## config.mk

```make
export PLATFORM = sky130hd
export DESIGN_NAME = seq_divider
export DESIGN_NICKNAME = d
export VERILOG_FILES = /design/src/rtl/seq_divider.sv
export SDC_FILE = /design/constraint.sdc
export NUM_CORES = 1
export LEC_CHECK = 0
export BUFFER_PORTS_ARGS = -buffer_cell sky130_fd_sc_hd__buf_2
export CAP_MARGIN = 20
export CORE_MARGIN = 10
export CORE_UTILIZATION = 40
export CTS_CLUSTER_DIAMETER = 50
export CTS_CLUSTER_SIZE = 8
export DETAILED_ROUTE_END_ITERATION = 10
export HOLD_SLACK_MARGIN = 0.06
export SLEW_MARGIN = 20
export SYNTH_ARGS = -nofsm -noshare
export SYNTH_HDL_FRONTEND = slang
export SYNTH_SLANG_ARGS = --single-unit
```

## constraint.sdc

```tcl
create_clock -name clk -period 7.4 [get_ports clk]
set_input_delay 0.74 -clock clk [delete_from_list [all_inputs] [get_ports clk]]
set_output_delay 0.74 -clock clk [all_outputs]
set_load 0.005 [all_outputs]
```

## src/rtl/seq_divider.sv

```systemverilog
// Sequential signed 16-bit divider: restoring magnitude division over 16 cycles,
// followed by a sign-correction cycle; divide-by-zero completes immediately.
module seq_divider (
  input  logic        clk,
  input  logic        rst,
  input  logic        start,
  input  logic [15:0] dividend,
  input  logic [15:0] divisor,
  output logic [15:0] quotient,
  output logic [15:0] remainder,
  output logic        div_by_zero,
  output logic        busy,
  output logic        done
);

  localparam int unsigned W  = 16;
  localparam int unsigned CW = 4;

  typedef enum logic [1:0] {IDLE, CALC, SIGN, DONE} state_t;

  state_t         state_q, state_d;
  logic [W-1:0]   dvd_q, dvd_d;
  logic [W-1:0]   dvs_q, dvs_d;
  logic [W:0]     rem_q, rem_d;
  logic [CW-1:0]  cnt_q, cnt_d;
  logic           sgn_n_q, sgn_n_d;
  logic           sgn_d_q, sgn_d_d;
  logic [W-1:0]   quot_q, quot_d;
  logic [W-1:0]   rout_q, rout_d;
  logic           dbz_q, dbz_d;
  logic           busy_q, busy_d;
  logic           done_q, done_d;

  logic [W+1:0]   shifted_c;
  logic [W+1:0]   trial_c;

  // One restoring step: the dividend magnitude register shifts out its MSB
  // into the partial remainder and collects quotient bits at its LSB.
  always_comb begin
    state_d   = state_q;
    dvd_d     = dvd_q;
    dvs_d     = dvs_q;
    rem_d     = rem_q;
    cnt_d     = cnt_q;
    sgn_n_d   = sgn_n_q;
    sgn_d_d   = sgn_d_q;
    quot_d    = quot_q;
    rout_d    = rout_q;
    dbz_d     = dbz_q;
    shifted_c = {rem_q, dvd_q[W-1]};
    trial_c   = shifted_c - {2'b00, dvs_q};

    case (state_q)
      IDLE: begin
        if (start) begin
          if (divisor == '0) begin
            quot_d  = '1;
            rout_d  = dividend;
            dbz_d   = 1'b1;
            state_d = DONE;
          end else begin
            dvd_d   = dividend[W-1] ? (~dividend + W'(1)) : dividend;
            dvs_d   = divisor[W-1]  ? (~divisor  + W'(1)) : divisor;
            sgn_n_d = dividend[W-1];
            sgn_d_d = divisor[W-1];
            rem_d   = '0;
            cnt_d   = '0;
            state_d = CALC;
          end
        end
      end
      CALC: begin
        if (!trial_c[W+1]) begin
          rem_d = trial_c[W:0];
          dvd_d = {dvd_q[W-2:0], 1'b1};
        end else begin
          rem_d = shifted_c[W:0];
          dvd_d = {dvd_q[W-2:0], 1'b0};
        end
        cnt_d = cnt_q + CW'(1);
        if (cnt_q == '1) state_d = SIGN;
      end
      SIGN: begin
        quot_d  = (sgn_n_q ^ sgn_d_q) ? (~dvd_q + W'(1)) : dvd_q;
        rout_d  = sgn_n_q ? (~rem_q[W-1:0] + W'(1)) : rem_q[W-1:0];
        dbz_d   = 1'b0;
        state_d = DONE;
      end
      DONE:    state_d = IDLE;
      default: state_d = IDLE;
    endcase

    busy_d = (state_d != IDLE);
    done_d = (state_d == DONE);
  end

  always_ff @(posedge clk or negedge rst) begin
    if (!rst) begin
      state_q <= IDLE;
      dvd_q   <= '0;
      dvs_q   <= '0;
      rem_q   <= '0;
      cnt_q   <= '0;
      sgn_n_q <= 1'b0;
      sgn_d_q <= 1'b0;
      quot_q  <= '0;
      rout_q  <= '0;
      dbz_q   <= 1'b0;
      busy_q  <= 1'b0;
      done_q  <= 1'b0;
    end else begin
      state_q <= state_d;
      dvd_q   <= dvd_d;
      dvs_q   <= dvs_d;
      rem_q   <= rem_d;
      cnt_q   <= cnt_d;
      sgn_n_q <= sgn_n_d;
      sgn_d_q <= sgn_d_d;
      quot_q  <= quot_d;
      rout_q  <= rout_d;
      dbz_q   <= dbz_d;
      busy_q  <= busy_d;
      done_q  <= done_d;
    end
  end

  assign quotient    = quot_q;
  assign remainder   = rout_q;
  assign div_by_zero = dbz_q;
  assign busy        = busy_q;
  assign done        = done_q;

endmodule

```

Yosys cells after proc, flatten, opt, wreduce, memory -nomap -nowiden
Cells that the tools add are included.
{"block": "word_totals", "memories": 0, "rom_bits": 0, "wordCells": 68, "input_bits": 35, "output_inout_bits": 35, "regBits": 92, "latchBits": 0, "ramBits": 0}
{"block": "op_classes", "shifts": 0, "n_lt_le_gt_ge": 0, "n_mul": 0, "n_reduce_logical": 8, "muxes": 28, "n_eq_ne": 8, "n_bitwise": 6, "n_div": 0, "n_addsub": 6}
{"cell": "two-way mux 16 bit", "count": 10}
{"cell": "one-hot mux 16 bit (2 select lines)", "count": 3}
{"cell": "adder 16 x 1 -> 16 bit (second input constant)", "count": 4}
{"cell": "inverter 16 bit", "count": 4}
{"cell": "two-way mux 17 bit", "count": 3}
{"cell": "one-hot mux 17 bit (2 select lines)", "count": 1}
{"cell": "subtractor 18 x 16 -> 18 bit", "count": 1}
{"cell": "logical NOT 16 bit", "count": 1}
{"cell": "AND reduction 3 bit", "count": 3}
{"cell": "two-way mux 4 bit", "count": 2}
{"cell": "one-hot mux 2 bit (4 select lines)", "count": 1}
{"cell": "one-hot mux 4 bit (2 select lines)", "count": 1}
{"cell": "== test 2 bit (second input constant)", "count": 3}
{"cell": "two-way mux 2 bit", "count": 3}
{"cell": "inequality test 2 bit (second input constant)", "count": 3}
{"cell": "nonzero test 2 bit", "count": 3}
{"cell": "adder 4 x 1 -> 4 bit (second input constant)", "count": 1}
{"cell": "== test 4 bit (second input constant)", "count": 1}
{"cell": "two-way mux 1 bit", "count": 3}
{"cell": "== test 2 x 1 -> 1 bit (second input constant)", "count": 1}
{"cell": "logical NOT 2 bit", "count": 1}
{"cell": "one-hot mux 1 bit (2 select lines)", "count": 1}
{"cell": "inverter 1 bit", "count": 1}
{"cell": "XOR 1 bit", "count": 1}

Logic depth before layout (Yosys ltp)
{"block": "depth", "word_depth": 6, "ltp_mapped": 11, "depth_no_buf": 11}

Worst setup path after synthesis
OpenSTA, ideal clock, no wires.
{"block": "synth_path", "path_kind": "in2reg", "startpoint": "input divisor[15]", "endpoint": "register rout_q[10], in the netlist remainder[10]", "setup_slack_ns": 4.739, "setup_ns": 0.132, "path_stages": 7, "arrival_time_ns": 2.529, "n_path_buf": 2, "cell_sequence": "buf_2 -> or4_4 -> or4_4 -> nor3_4 -> buf_6 -> mux2i_1 -> o21ai_1"}
{"block": "synth_between", "elab_chain_len": 3}
{"element": "from (decl)", "line": "8", "rtl": "input logic [15:0] divisor,"}
{"element": "logical NOT 16 bit", "line": "56", "rtl": "if (divisor == '0) begin"}
{"element": "inequality test 2 bit (no line)"}
{"element": "AND reduction 3 bit (no line)"}
{"element": "to (signal assigned)", "line": "120", "rtl": "rout_q <= rout_d;"}
{"element": "to (decl)", "line": "29", "rtl": "logic [W-1:0] rout_q, rout_d;"}
Every way passes these cells.
A chain may end at the register's enable or synchronous reset.

Worst setup path after layout
{"block": "layout_path", "startpoint": "register rem_q[5]", "endpoint": "register rem_q[0]"}
{"block": "layout_between", "elab_chain_len": 3}
{"element": "from (decl)", "line": "24", "rtl": "logic [W:0] rem_q, rem_d;"}
{"element": "from (signal assigned)", "line": "115", "rtl": "rem_q <= rem_d;"}
{"element": "subtractor 18 x 16 -> 18 bit", "line": "51", "rtl": "trial_c = shifted_c - {2'b00, dvs_q};"}
{"element": "two-way mux 17 bit", "line": "73", "rtl": "if (!trial_c[W+1]) begin"}
{"element": "one-hot mux 17 bit (2 select lines)", "line": "53", "rtl": "case (state_q)"}
Every way passes these cells.

==> flow_summary.ini <==
[placement]
place_area_um2 = 6451
portBuffers = 69
dpl.hpwl_mm = 11.82
globalplace.congestion = 0.9395

[final_layout]
area_growth_pct = 14.64
final_area_um2 = 6809
mostFrequentLayoutCells = 92 x dfrtp_1, 87 x nand2_1, 68 x buf_2, 59 x o21ai_0
layout_commonest_cell = dfrtp_1
fillers = 1425
fin_nets = 788
drive_above_1_share_pct = 14.27
diodes = 0

[timing]
fin_worst_skew_ns = 0.006033
hold_viol = 0
setup_viol = 0
maxSlewHeadroom_pct = 32.39
worst_pin_slew_ns = 1.014
grt_setup_unrepaired = no
max_freq_ghz = 0.3342
setup_tns_ns = 0
maxSlewViolCount = 0
fin_crit_sh_pct = 40.44
period_minus_slack_ns = 2.992

[floorplanning]
num_rows = 44
dieArea_um2 = 20120
core-area_um2 = 14530
fp.dieH_um = 141.9
fp.dieW_um = 141.9
start_util_pct = 40.87
ioPinCount = 70

[power_and_ir_drop]
irDropWorstVdd_v = 0.0002063
p_sw_uw = 1470
p_sw_share_pct = 43.46
combPwrFrac_pct = 55.4
p_leak_uw = 0.002926
p_seq_share_pct = 28.4
totalPowerFinal_uw = 3383
power.density_nw_per_um2 = 496.8
clkPwrFrac_pct = 16.3
p_int_uw = 1913

[synth]
ys_seq_elements = 92
yosysWarningCount = 0
syn_nets = 732
synth_seq_area_share_pct = 38.76
synthDistinctLibCells = 56
postSynthCellCount = 675
syn_area_per_cell_um2 = 8.799
ys.flop_type = dfrtp_1
async_reset_ff_share_pct = 100.0
synth.cell_area_um2 = 5939
synth_edf_count = 0

[clock_network]
post_cts_buffers = 0
insertion_delay_ns = 0.35
cts_max_level = 3
cts-hold-fix-buffers = 0
cts-resized-gates = 0
numCtsBuffers = 9
cts_max_path_buffers = 2
cts_tree = yes
path_clk_slew_ns = 0.07
cts.root.buffer_cell = clkbuf_16
clock-sinks = 92

[routing]
first_iter_violations = 331
ant_nets = 0
routed_via_density = 5.542
first_pass_iters = 4
drc = 0
wl_mm = 15.68
wl_per_cell_um = 17.04
vias = 5099

[grt]
grt_overflow = 0
grt_pass1_wl_mm = 25.94
grt_pass1_vias = 5026
antenna_found_initial = 0
grtUsageTotal_pct = 15.77
grt_start_max_net_pins = 65

[status]
outcome = finished clean

[setup_path]
cp-start-kind = flop
end_kind = flop
worstSetupPathType = reg -> reg
arrival_ns = 3.28
required_ns = 7.69
path_max_fanout = 22

[worst_hold_path]
hold_path.class = in -> async

[flow_run]
maxCapViolations = 0
==> layout make-up <==
class	count	area (um^2)	area share, %
inverters	35	131.4	1.929
clock inverters	6	118.9	1.746
flip-flops and latches	92	2302	33.81
repair buffers	76	400.4	5.880
clock buffers	10	239.0	3.510
well taps	184	230.2	3.381
multi-input cells	517	3387	49.74
==> sequential cells by signal, indices dropped and copies added (netlist names) <==
signal       cells
rem_q           17
done             1
dvs_q           16
quotient        16
div_by_zero      1
state_q          2
remainder       16
dvd_q           16
busy             1
sgn_d_q          1
sgn_n_q          1
cnt_q            4
==> kinds of logic after synthesis <==
group                    share of synthesized area [%]
AND/OR/NAND/NOR                                  17.30
AO/OA/AOI/OAI                                    18.92
flip-flops                                       38.76
XOR/XNOR                                         10.32
buffers and inverters                            4.529
multiplexers                                     5.414
adder cells (fa/ha/maj)                          4.761
==> stage by stage <==
| stage | hold WS [ns] | worst slack, ns | cells | util [%] |
|---|---|---|---|---|
| 6_report | 0.3520 | 4.408 | 920 | 46.85 |
| 5_1_grt | 0.3804 | 4.180 | 920 | 46.85 |
| 4_1_cts | 0.3563 | 4.408 | 920 | 46.85 |
| 3_5_place_dp | 0.4731 | 4.088 | 904 | 44.39 |
| 3_3_place_gp | 0.4669 | 4.083 | 904 | 44.39 |
| 2_1_floorplan | 0.4444 | 4.739 | 675 | - |
==> power groups by stage <==
stage | combinational [uW] | clock (uW) | sequential, uW
2_1_floorplan | 1460 | 0 | 889
3_3_place_gp | 1830 | 0 | 959
3_5_place_dp | 1870 | 0 | 969
4_1_cts | 1880 | 562 | 960
5_1_grt | 2120 | 581 | 995
6_report | 1870 | 550 | 960
==> worst max-delay path, stage by stage (launching register included) <==
cell and delay (ns):
dfrtp_1 0.48, ha_1 0.41, a21oi_1 0.22, o21ai_0 0.20, or3_1 0.38, o21ai_0 0.32, xnor2_2 0.15, buf_4 0.33
mux2i_1 0.27, a22o_1 0.15
==> synth_stat cells, drive strengths merged (3+ instances only) <==
| master | instances | area [um^2] |
|---|---|---|
| a211oi | 3 | 22.52 |
| a21o | 3 | 22.52 |
| a21oi | 41 | 205.2 |
| a221o | 7 | 70.07 |
| a31oi | 3 | 18.77 |
| and2 | 3 | 18.77 |
| and4 | 3 | 26.28 |
| buf | 9 | 55.05 |
| clkbuf | 22 | 82.58 |
| dfrtp | 92 | 2302 |
| ha | 21 | 262.8 |
| inv | 35 | 131.4 |
| mux2i | 31 | 310.3 |
| nand2 | 87 | 326.6 |
| nand2b | 7 | 43.79 |
| nand3 | 9 | 45.04 |
| nand4 | 3 | 18.77 |
| nor2 | 32 | 120.1 |
| nor2b | 6 | 37.54 |
| nor3 | 29 | 156.4 |
| nor4 | 3 | 18.77 |
| o211ai | 6 | 45.04 |
| o21ai | 76 | 380.4 |
| o21bai | 3 | 22.52 |
| o221ai | 4 | 35.03 |
| o22ai | 4 | 25.02 |
| o31ai | 14 | 105.1 |
| o41ai | 6 | 60.06 |
| or2 | 3 | 18.77 |
| or3 | 8 | 50.05 |
| or4 | 7 | 63.81 |
| xnor2 | 42 | 367.9 |
| xor2 | 28 | 245.2 |
==> metal layers <==
layer	global-route usage [%]	part of all wire, %
met5	0	0
met4	6.294	2.7
met3	3.638	5.1
met2	24.35	45
met1	20.83	47
==> final timing paths <==
check                                               end  cells after the start  slack, ns                 start
worst max register to register     rem_q[0]$_DFFE_PN0P_                      9       4.41  rem_q[5]$_DFFE_PN0P_
worst min register to register     dvs_q[1]$_DFFE_PN0P_                      2       0.48  dvs_q[1]$_DFFE_PN0P_
worst max-delay path               rem_q[0]$_DFFE_PN0P_                      9       4.41  rem_q[5]$_DFFE_PN0P_
max in group asynchronous         rem_q[10]$_DFFE_PN0P_                      2       5.93                   rst
worst min-delay path            div_by_zero$_DFFE_PN0P_                      1       0.35                   rst
min in group clk                   dvs_q[1]$_DFFE_PN0P_                      2       0.48  dvs_q[1]$_DFFE_PN0P_
Power figures use the tool's default switching activity.
